### config.mk
export PLATFORM = sky130hd
export DESIGN_NAME = data_memory_arbiter
export DESIGN_NICKNAME = d
export VERILOG_FILES = /design/src/rtl/data_memory_arbiter.sv
export SDC_FILE = /design/constraint.sdc
export NUM_CORES = 1
export LEC_CHECK = 0
export ABC_AREA = 1
export CAP_MARGIN = 20
export CORE_MARGIN = 4
export CORE_UTILIZATION = 29
export CTS_CLUSTER_SIZE = 12
export DETAILED_ROUTE_END_ITERATION = 16
export GPL_ROUTABILITY_DRIVEN = 1
export PLACE_DENSITY = 0.89
export SETUP_SLACK_MARGIN = 0.02
export SLEW_MARGIN = 20
export SYNTH_ARGS = -nofsm -noshare
export SYNTH_HDL_FRONTEND = slang
export SYNTH_SLANG_ARGS = --single-unit
### constraint.sdc
create_clock -name clk -period 2.2 [get_ports clk]
set_input_delay 0.44 -clock clk [delete_from_list [all_inputs] [get_ports clk]]
set_output_delay 0.44 -clock clk [all_outputs]
set_load 0.005 [all_outputs]
### src/rtl/data_memory_arbiter.sv
// Single-port data memory arbiter between the GPP datapath and the communications processor.
// Combinational grant/steering; registered fairness state (wait counter, bounded CP burst lock).
module data_memory_arbiter #(
    parameter int DATA_WIDTH = 16,
    parameter int ADDR_WIDTH = 16,
    parameter int MAX_WAIT   = 4,
    parameter int BURST_MAX  = 8
) (
    input  logic                  clk,
    input  logic                  rst,
    input  logic                  gpp_req,
    input  logic                  gpp_we,
    input  logic [ADDR_WIDTH-1:0] gpp_address,
    input  logic [DATA_WIDTH-1:0] gpp_wdata,
    output logic [DATA_WIDTH-1:0] gpp_rdata,
    output logic                  gpp_stall,
    input  logic                  cp_req,
    input  logic                  cp_we,
    input  logic                  cp_lock,
    input  logic [ADDR_WIDTH-1:0] cp_address,
    input  logic [DATA_WIDTH-1:0] cp_wdata,
    output logic [DATA_WIDTH-1:0] cp_rdata,
    output logic                  cp_grant,
    output logic [ADDR_WIDTH-1:0] mem_address,
    output logic [DATA_WIDTH-1:0] mem_data_in,
    output logic                  mem_write_enable,
    input  logic [DATA_WIDTH-1:0] mem_data_out
);

    typedef enum logic {
        ARB,
        CP_BURST
    } state_t;

    localparam logic [3:0] MAX_WAIT_C  = 4'(MAX_WAIT);
    localparam logic [7:0] BURST_MAX_C = 8'(BURST_MAX);

    state_t     state_q, state_d;
    logic [3:0] wait_count_q, wait_count_d;
    logic [7:0] burst_count_q, burst_count_d;

    logic       gpp_grant;
    logic       cp_grant_int;
    logic       cp_wins_arb;
    logic       burst_hold;
    logic       burst_full;
    logic [7:0] burst_next;

    always_comb begin
        cp_grant_int  = 1'b0;
        gpp_grant     = 1'b0;
        state_d       = state_q;
        wait_count_d  = wait_count_q;
        burst_count_d = burst_count_q;
        burst_next    = burst_count_q + 8'd1;
        burst_full    = 1'b0;

        // A burst cycle without a CP request falls back to normal arbitration.
        burst_hold  = (state_q == CP_BURST) && cp_req;
        cp_wins_arb = cp_req && (!gpp_req || (wait_count_q == MAX_WAIT_C));

        if (!rst) begin
            cp_grant_int = burst_hold || cp_wins_arb;
            gpp_grant    = gpp_req && !cp_grant_int;
        end

        if (state_q == CP_BURST) begin
            if (cp_req) begin
                burst_count_d = burst_next;
                burst_full    = (burst_next == BURST_MAX_C);
                if (!cp_lock || burst_full) begin
                    state_d       = ARB;
                    burst_count_d = 8'd0;
                end
            end else begin
                state_d       = ARB;
                burst_count_d = 8'd0;
            end
        end else if (cp_grant_int && cp_lock) begin
            state_d       = CP_BURST;
            burst_count_d = 8'd1;
        end

        if (cp_req && !cp_grant_int && !burst_full) begin
            wait_count_d = (wait_count_q == MAX_WAIT_C) ? wait_count_q : wait_count_q + 4'd1;
        end else begin
            wait_count_d = 4'd0;
        end
    end

    always_ff @(posedge clk) begin
        if (rst) begin
            state_q       <= ARB;
            wait_count_q  <= 4'd0;
            burst_count_q <= 8'd0;
        end else begin
            state_q       <= state_d;
            wait_count_q  <= wait_count_d;
            burst_count_q <= burst_count_d;
        end
    end

    assign cp_grant         = cp_grant_int;
    assign gpp_stall        = gpp_req && !gpp_grant && !rst;
    assign mem_address      = cp_grant_int ? cp_address : gpp_address;
    assign mem_data_in      = cp_grant_int ? cp_wdata : gpp_wdata;
    assign mem_write_enable = cp_grant_int ? cp_we : (gpp_we && gpp_grant);
    assign gpp_rdata        = mem_data_out;
    assign cp_rdata         = mem_data_out;

endmodule

# [After elaboration in Yosys (flattened, before gate mapping)]
# Cells that the tools add are included.
[word_totals] reg_bits=13 latchBits=0 ramBits=0 romBits=0 input_bits=87 output_inout_bits=67 elab_cells=44 mem_count=0
[op_classes] n_addsub=2 multipliers=0 div_mod_pow=0 order_cmp=0 n_eq_ne=2 n_shift=0 n_mux=15 bitwise=1 n_reduce_logical=21
[op_table] operator="2-to-1 mux 16 bit" n=2
[op_table] operator="2-to-1 mux 8 bit" n=4
[op_table] operator="logical AND 1 bit" n=9
[op_table] operator="2-to-1 mux 1 bit" n=9
[op_table] operator="adder 8 x 1 -> 8 bit, second input constant" n=1
[op_table] operator="equality test 8 x 4 -> 1 bit, second input constant" n=1
[op_table] operator="logical NOT 1 bit" n=7
[op_table] operator="adder 4 x 1 -> 4 bit, second input constant" n=1
[op_table] operator="equality test 4 x 3 -> 1 bit, second input constant" n=1
[op_table] operator="logical OR 1 bit" n=3
[op_table] operator="nonzero test 2 bit" n=1
[op_table] operator="OR reduction 2 bit" n=1
[op_table] operator="inverter 1 bit" n=1

# [Depth between registers and ports, before layout]
[logic_depth] word_depth=10 depth_mapped=11 mapped_depth_nobuf=11

# [Worst setup path before layout]
# OpenSTA, ideal clock, no wires.
[synth_timing] path_type="register -> output" from="register wait_count_q[1]" to="output port gpp_stall" arrival_ps=1283 t_required_ps=1760 slack_ps=477 path_stages_with_launch=10 path_buffers=1 cell_sequence="dfxtp_1 inv_1 ha_1 nand3_1 nand3_2 nand2_2 nor2_4 inv_2 buf_2 nor2_1"
[synth_between] elab_chain_cells=10
[synth_lines] element="start, declared" line="39" rtl="logic [3:0] wait_count_q, wait_count_d;"
[synth_lines] element="start signal, assigned" line="98" rtl="wait_count_q <= wait_count_d;"
[synth_lines] element="equality test 4 x 3 -> 1 bit" line="60" rtl="cp_wins_arb = cp_req && (!gpp_req || (wait_count_q == MAX_WAIT_C));"
[synth_lines] element="logical OR 1 bit" line="60"
[synth_lines] element="logical AND 1 bit" line="60"
[synth_lines] element="logical OR 1 bit" line="63" rtl="cp_grant_int = burst_hold || cp_wins_arb;"
[synth_lines] element="logical NOT 1 bit" line="64" rtl="gpp_grant = gpp_req && !cp_grant_int;"
[synth_lines] element="logical AND 1 bit" line="64"
[synth_lines] element="2-to-1 mux 1 bit" line="62" rtl="if (!rst) begin"
[synth_lines] element="logical NOT 1 bit" line="104" rtl="assign gpp_stall = gpp_req && !gpp_grant && !rst;"
[synth_lines] element="logical AND 1 bit (2 in series)" line="104"
[synth_lines] element="end, declared" line="16" rtl="output logic gpp_stall,"
# Every way passes these cells.

# [Final worst setup path]
[layout_timing] from="register wait_count_q[1]" to="output port mem_data_in[7]"
[layout_between] elab_chain_cells=6
[layout_lines] element="equality test 4 x 3 -> 1 bit" line="60"
[layout_lines] element="logical OR 1 bit" line="60"
[layout_lines] element="logical AND 1 bit" line="60"
[layout_lines] element="logical OR 1 bit" line="63"
[layout_lines] element="2-to-1 mux 1 bit" line="62"
[layout_lines] element="2-to-1 mux 16 bit" line="106" rtl="assign mem_data_in = cp_grant_int ? cp_wdata : gpp_wdata;"
[layout_lines] element="end, declared" line="25" rtl="output logic [DATA_WIDTH-1:0] mem_data_in,"
# Every way passes these cells.

==> results.sh <==
export IMPL_outcome="finished, violations left"
export IMPL_violations="negative setup slack"
export IMPL_crit_arrival_ns=1.79
export IMPL_numCtsBuffers=3
export IMPL_ys_async_sr_fraction=0
export IMPL_io_buffers=105
export IMPL_drt_total_wl_um=6406
export IMPL_hold_class="flip-flop to flip-flop"
export IMPL_via_per_inst=4.508
export IMPL_start_kind="flip-flop"
export IMPL_grt_overflow=0
export IMPL_grt_pass1_vias=1929
export IMPL_ys_flop_type="dfxtp_1"
export IMPL_clockBufferDepth=2
export IMPL_cts_root_buf="clkbuf_8"
export IMPL_postRouteAntennaNets=0
export IMPL_layoutNonFillerInstCount=419
export IMPL_avgSynthCellArea_sq_um=5.574
export IMPL_synth_edf_count=0
export IMPL_grt_pass1_wl_um=9453
export IMPL_post_dp_cell_area_sq_um=2375
export IMPL_die_x_um=78.29
export IMPL_ys_seq_elements=13
export IMPL_place_congestion=0.8460
export IMPL_worstMarginPinSlew_ns=0.3838
export IMPL_worst_ir_drop_vdd_uv=306.3
export IMPL_wl_per_cell_um=15.29
export IMPL_die_y_um=78.29
export IMPL_grt_start_max_net_pins=22
export IMPL_yosysUniqueCellTypes=21
export IMPL_path_max_fanout=5
export IMPL_placed_cells=398
export IMPL_antenna_cells=0
export IMPL_area_growth_pct=91.35
export IMPL_pin_count=154
export IMPL_fp_coreArea_sq_um=4755
export IMPL_cts_sinks=13
export IMPL_synth_area_sq_um=1433
export IMPL_switchingPower_uw=224.4
export IMPL_clk_pin_slew_ns=0.05
export IMPL_cts_tree="done"
export IMPL_finalSetupViolCount=11
export IMPL_p_seq_frac=0.293
export IMPL_cp_data_required_time_ns=1.76
export IMPL_power_density_nw_per_um2=299.6
export IMPL_critPathKind="flip-flop to output port"
export IMPL_yosysWarnings=0
export IMPL_start_util=0.3013
export IMPL_nets=444
export IMPL_row_count=25
export IMPL_hold_viol=0
export IMPL_insertion_delay_ns=0.24
export IMPL_drc_errors=0
export IMPL_cap_violations=0
export IMPL_worst_slack_ns=-0.03326
export IMPL_rsz0062_at_grt="yes"
export IMPL_comb_power_share=0.454
export IMPL_cellLeakagePower_nw=1.305
export IMPL_synthesis_nets=348
export IMPL_drive_above_1_share=0.3381
export IMPL_clock_skew_ns=0.001493
export IMPL_post_route_period_util=1.015
export IMPL_dr_pass1_iters=4
export IMPL_hold_buffers=0
export IMPL_finalPower_uw=821.4
export IMPL_yosysSeqAreaShare=0.1817
export IMPL_fin_tns_setup_ns=-0.1682
export IMPL_drtIter0Drc=31
export IMPL_num_vias=1889
export IMPL_syn_inst=257
export IMPL_antenna_found_initial=0
export IMPL_gr_usage_all_layers=0.1926
export IMPL_fmax_mhz=447.8
export IMPL_slew_violations=0
export IMPL_power_frac_clock=0.253
export IMPL_p_sw_frac=0.2733
export IMPL_htreeDepth=1
export IMPL_stdcell_area_sq_um=2741
export IMPL_post_route_util=0.5766
export IMPL_internal_power_uw=596.9
export IMPL_post_route_min_period_ns=2.233
export IMPL_hpwlAfterDp_um=4242
export IMPL_endpoint_kind="output port"
export IMPL_max_slew_margin=0.7438
export IMPL_die_area_sq_um=6129
routing by layer:
layer	track usage	vias up	wire (um)
li1	-	950	-
met1	0.1921	836	2210
met2	0.3716	93	3546
met3	0.05275	10	553
met4	0.07867	0	95
met5	0	-	0
worst max-delay path: stages (launching register included):
cell,delay [ns]
dfxtp_2,0.34
inv_2,0.05
ha_4,0.16
nand3_4,0.07
nand3_4,0.08
nand2_4,0.08
nor2_4,0.04
buf_6,0.11
buf_6,0.12
buf_12,0.13
buf_16,0.14
nand2_4,0.05
nand2_2,0.05
buf_2,0.13
stage by stage:
step                hold WS, ns  setup slack (ns)
CTS                      0.4824          -0.02911
global placement         0.4664           -0.2535
floorplan                0.4297            0.4769
finish                   0.4780          -0.03326
global route             0.5151           -0.1120
detailed placement       0.4746           -0.2710
power groups by stage:
stage | registers, mW | logic [mW] | clock network, mW
2_1_floorplan | 0.245 | 0.127 | 0
3_3_place_gp | 0.245 | 0.317 | 0
3_5_place_dp | 0.245 | 0.322 | 0
4_1_cts | 0.240 | 0.337 | 0.215
5_1_grt | 0.241 | 0.397 | 0.227
6_report | 0.240 | 0.373 | 0.208
sequential cells by signal, summed over array words and instances (netlist names):
name and cells:
burst_count_q 8, state_q 1, wait_count_q 4
layout by cell type, fill, tap and decap left out, types with 7 or more instances in the layout:
| cell type | synthesis | routed |
|---|---|---|
| nand2_1 | 132 | 95 |
| buf_2 | 6 | 33 |
| nand2_2 | 2 | 31 |
| nand2_4 | 0 | 8 |
| clkdlybuf4s50_1 | 0 | 68 |
| dfxtp_1 | 13 | 11 |
| a21oi_1 | 10 | 10 |
| nor2_1 | 9 | 8 |
| buf_4 | 33 | 8 |
| inv_1 | 17 | 14 |
| buf_6 | 0 | 7 |
| nand3_1 | 13 | 12 |
synthesized netlist by cell type (4+ instances only):
library cell  count  area (sq um)
buf_2             6         30.03
inv_1            17         63.81
ha_1              4         50.05
nor2_2            4         25.02
nand3_1          13         65.06
buf_4            33         247.7
nor2_1            9         33.78
nand2_1         132         495.5
dfxtp_1          13         260.3
a21oi_1          10         50.05
worst paths after layout:
| check | startpoint | to | slack (ns) | cells after the start |
|---|---|---|---|---|
| worst min register to register | burst_count_q[7] | burst_count_q[7] | 0.48 | 2 |
| worst min-delay path | burst_count_q[7] | burst_count_q[7] | 0.48 | 2 |
| worst max-delay path | wait_count_q[1] | mem_data_in[7] | -0.03 | 13 |
| worst max register to register | wait_count_q[1] | burst_count_q[5] | 0.13 | 16 |
cell type report:
| cell class | count | area [sq um] |
|---|---|---|
| timing repair buffer | 130 | 1287 |
| inverter | 19 | 71.32 |
| clock buffer | 4 | 45.04 |
| multi-input combinational | 186 | 991.0 |
| sequential | 13 | 262.8 |
| tap | 67 | 83.83 |
| fill | 429 | 2013 |
what timing repair did:
| item | CTS | global route |
|---|---|---|
| gates cloned | 6 | 0 |
| resized for setup | 170 | 41 |
| setup buffers | 9 | 2 |
| endpoints found under the setup margin | 35 | 42 |
| pin swaps | 16 | 19 |
cell families after synthesis:
logic type	Yosys count	synth area share
AOI/OAI and AO/OA	14	0.05240
xor gates and xnor gates	1	0.006115
adders and majority gates	4	0.03494
buffers and inverters	58	0.2437
DFF	13	0.1817
and+or+nand+nor	167	0.4812
Note: power is estimated with default switching activity, not from simulation.
==> RTL change 1, RTL diff (config.mk and constraints unchanged) <==
Make the reset (`rst`) asynchronous in one clocked block.
--- a/src/rtl/data_memory_arbiter.sv
+++ b/src/rtl/data_memory_arbiter.sv
@@ -88,7 +88,7 @@
         end
     end
 
-    always_ff @(posedge clk) begin
+    always_ff @(posedge clk or posedge rst) begin
         if (rst) begin
             state_q       <= ARB;
             wait_count_q  <= 4'd0;
Function: no difference found for any inputs over 10 cycles, from zero or initial values and one cycle with rst high; that may be too few to reach the edited logic, so the function may still have changed.
==> RTL change 1 against the unedited design <==
Cell area increased by 1.0%. Final cell count up 3.6%. Total power grew 19%. Register-to-register slack better by 0.37 ns. Area after synthesis rose by 12%. Sequential cell count unchanged. Die area grew 11%. Wire length is 1.2% lower. Worst setup slack improved by 0.052 ns. Clock skew rose by 0.0027 ns. Critical path type unchanged.
==> RTL change 1: results <==
export IMPL_irDropWorstVdd_uv=285.6
export IMPL_holdWs_ns=0.5529
export IMPL_ys_top_cells_by_count="nand2_1, buf_4, inv_1, nand3_1, dfrtp_1"
export IMPL_synth_compound_area_share_pct=4.521
export IMPL_fin_crit_sh_pct=99.13
export IMPL_synth_async_sr_flop_share_pct=100.0
export IMPL_layout_nets=456
export IMPL_fill_cells=461
export IMPL_gp_congestion=0.8468
export IMPL_n_antenna_cell=0
export IMPL_crit_family="buffers and inverters"
export IMPL_crit_path_max_incr_delay_ns=0.39
export IMPL_syn_nets=357
export IMPL_numCtsBuffers=3
export IMPL_cts_hold_buf=0
export IMPL_cts_setup_buffers=7
export IMPL_synthAdderAreaFrac_pct=3.118
export IMPL_synthXorXnorAreaFrac_pct=1.091
export IMPL_hp_class="register to register"
export IMPL_vias_per_cell=4.606
export IMPL_path_max_fanout=7
export IMPL_synth_area_leaders="nand2_1, dfrtp_1, buf_4, nand3_1, inv_1"
export IMPL_wirelength_mm=6.326
export IMPL_drt_pass1_iter_count=4
export IMPL_synthMuxAreaShare_pct=0
export IMPL_slowest_stage="dfrtp_1"
export IMPL_cts_root_buf="clkbuf_8"
export IMPL_clkTransAtPathRegs_ns=0.06
export IMPL_grt_max_degree=15
export IMPL_grt_overflow_total=0
export IMPL_critical_path_arrival_ns=1.74
export IMPL_seq_area_frac_synth_pct=20.27
export IMPL_cts_buffer_depth=2
export IMPL_status="complete, no violations"
export IMPL_grt_pass1_vias=2002
export IMPL_powerDensity_nw_per_um2=352.7
export IMPL_top_regs="burst_count_q: 8 flops, wait_count_q: 4 flops, state_q: 1 flops"
export IMPL_power_mw=0.9767
export IMPL_synth_top_flop_cell="dfrtp_1"
export IMPL_pre_cts_slack_ns=-0.3536
export IMPL_placed_area_um2=2582
export IMPL_leakage_nw=1.399
export IMPL_finClkSkew_ns=0.004215
export IMPL_insertion_delay_ns=0.25
export IMPL_grtUsageTotal_pct=17.48
export IMPL_synth_warnings=0
export IMPL_r2r_setup_slack_ns=0.50
export IMPL_slew_headroom_pct=74.61
export IMPL_ys_types=27
export IMPL_htreeDepth=1
export IMPL_ctsResizeCount=100
export IMPL_grt_antenna_before_repair=0
export IMPL_layout_drive_gt1_share_pct=28.57
export IMPL_drt_iter0_drc=98
export IMPL_dp_hpwl_mm=4.394
export IMPL_grt_pass1_wl_mm=9.080
export IMPL_numPortBuffers=105
==> RTL change 1: cell types whose count changed in the layout (fill, tap and decap cells not counted), moves of 11 or more <==
cell and change:
buf_2 -16, clkbuf_2 +13, dfrtp_1 +13, dfxtp_1 -11, nand2_1 +19, nand2_2 -13
==> RTL change 1: through the flow <==
stage          std cells  TNS [ns]
6_report             434         0
5_1_grt              434   -0.4512
3_5_place_dp         416    -11.49
4_1_cts              431    -1.133
2_1_floorplan        266         0
3_3_place_gp         416    -11.25
==> RTL change 1: power by group <==
part / internal, mW / switching [mW] / leakage [nW] / total, mW
Combinational: 0.281 / 0.198 / 1.20 / 0.479
Clock: 0.125 / 0.0925 / 0.0255 / 0.218
Sequential: 0.256 / 0.0242 / 0.177 / 0.280
==> RTL change 1: layer usage <==
metal,track usage [%],part of all wire (%)
met3,5.965,8.6
met4,7.143,2.8
met5,0,0
met2,30.93,53
met1,18.90,36
==> RTL change 1: final cells by class <==
| class | count | share of cell area (%) |
|---|---|---|
| Sequential cell | 13 | 11.75 |
| Clock inverter | 1 | 0.1807 |
| Clock buffer | 3 | 1.491 |
| Multi-Input combinational cell | 193 | 36.10 |
| Inverter | 21 | 3.299 |
| Tap cell | 70 | 3.163 |
| Timing Repair Buffer | 133 | 44.01 |
==> RTL change 1: final timing paths <==
path	end	cells after the start	from
max reg2reg	state_q$_DFF_PP0_	8	burst_count_q[0]$_DFFE_PP0P_
min reg2reg	burst_count_q[7]$_DFFE_PP0P_	2	burst_count_q[7]$_DFFE_PP0P_
max	mem_data_in[3]	10	wait_count_q[0]$_DFFE_PP0P_
max in group asynchronous	burst_count_q[2]$_DFFE_PP0P_	4	rst
min in group asynchronous	state_q$_DFF_PP0_	4	rst
min	burst_count_q[7]$_DFFE_PP0P_	2	burst_count_q[7]$_DFFE_PP0P_
==> RTL change 2, RTL diff (same flow settings) <==
Without the edit above. Set the parameter `BURST_MAX` to 6 (it was 8).
--- a/src/rtl/data_memory_arbiter.sv
+++ b/src/rtl/data_memory_arbiter.sv
@@ -4,7 +4,7 @@
     parameter int DATA_WIDTH = 16,
     parameter int ADDR_WIDTH = 16,
     parameter int MAX_WAIT   = 4,
-    parameter int BURST_MAX  = 8
+    parameter int BURST_MAX  = 6
 ) (
     input  logic                  clk,
     input  logic                  rst,
Behaviour: not the same (a bounded check fails within 10 cycles, from zero or initial values and one cycle with rst high).
==> RTL change 2 against the unedited design <==
The flow still finishes with violations (setup timing). Non-clock buffer count is 12 higher. Global-route usage up 2.5 points. Area after synthesis up 2.1%. Worst setup slack worse by 0.068 ns. Maximum frequency shrank 3.0%. Sequential cell count unchanged. Hold slack better by 0.0037 ns. Sequential share of layout area is 0.45 points lower. Wire length increased by 14%. Clock skew up 0.0039 ns. Total power up 4.6%. Cell area is 4.9% higher. Synthesized cell count shrank 1.6%. Critical endpoint is now mem_data_in[1].
==> RTL change 2: results <==
export IMPL_status="finished with violations"
export IMPL_violations="setup timing"
export IMPL_pre_cts_slack_ns=-0.3537
export IMPL_rr_startpoint="wait_count_q[0]$_SDFFE_PP0N_"
export IMPL_finClkSkew_ns=0.005414
export IMPL_setup_viol=18
export IMPL_grt_max_degree=12
export IMPL_comb_power_share_pct=47.3
export IMPL_route_layer_met1_wl_mm=2.495
export IMPL_critical_path_arrival_ns=1.86
export IMPL_path_max_fanout=6
export IMPL_route_met2_wl_mm=3.909
export IMPL_avgSynthCellArea_um2=5.781
export IMPL_ys_top_cells_by_count="nand2_1, buf_4, inv_1, nand3_1, dfxtp_1"
export IMPL_finalNonFillerCells=427
export IMPL_grt_pass1_wl_mm=10.79
export IMPL_routedWlPerCell_um=17.10
export IMPL_switching_share_pct=28.95
export IMPL_irDropWorstVdd_uv=274.2
export IMPL_worstMarginPinSlew_ns=0.2452
export IMPL_layout_nets=452
export IMPL_place_inst=397
export IMPL_syn_nets=344
export IMPL_layout_drive_gt1_share_pct=36.11
export IMPL_synthXorXnorAreaFrac_pct=1.796
export IMPL_placed_area_um2=2404
export IMPL_gp_congestion=0.8484
export IMPL_worst_slack_ns=-0.1015
export IMPL_cp_endpoint="mem_data_in[1]"
export IMPL_rr_endpoint="burst_count_q[6]$_SDFFE_PP0P_"
export IMPL_cts_setup_buffers=20
export IMPL_drt_pass1_iter_count=5
export IMPL_dp_hpwl_mm=4.422
export IMPL_drt_iter0_drc=135
export IMPL_p_switching_mw=0.2487
export IMPL_crit_path_max_incr_delay_ns=0.32
export IMPL_vias_per_cell=4.754
export IMPL_synth_compound_area_share_pct=5.475
export IMPL_grt_pass1_vias=2161
export IMPL_synth_area_leaders="nand2_1, buf_4, dfxtp_1, inv_1, nand3_1"
export IMPL_fill_cells=387
export IMPL_dr_wl_met3_um=618
## RTL change 2: cell types whose count changed after synthesis, moves of 3 or more
cell	before	now
nand3_1	13	16
inv_1	17	22
buf_2	6	1
buf_6	0	3
nand2_1	132	121
nor2_2	4	0
## RTL change 2: metrics by stage
step | util, % | hold WS, ns
after detailed placement | 49.90 | 0.4697
after global routing | 59.69 | 0.4970
after CTS | 56.26 | 0.4785
after global placement | 49.90 | 0.4618
final | 59.69 | 0.4817
after floorplan | - | 0.4297
## RTL change 2: per-layer routing
metal | vias up | global-route usage, %
met4 | 0 | 8.763
li1 | 961 | -
met5 | - | 0
met2 | 133 | 41.75
met1 | 910 | 21.79
met3 | 26 | 6.122
## RTL change 2: final cells by class
cell class              count  area share [%]
repair buffers            142           47.91
multi-input cells         178           35.03
flip-flops and latches     13           9.138
inverters                  23           3.438
well taps                  67           2.916
clock buffers               4           1.567
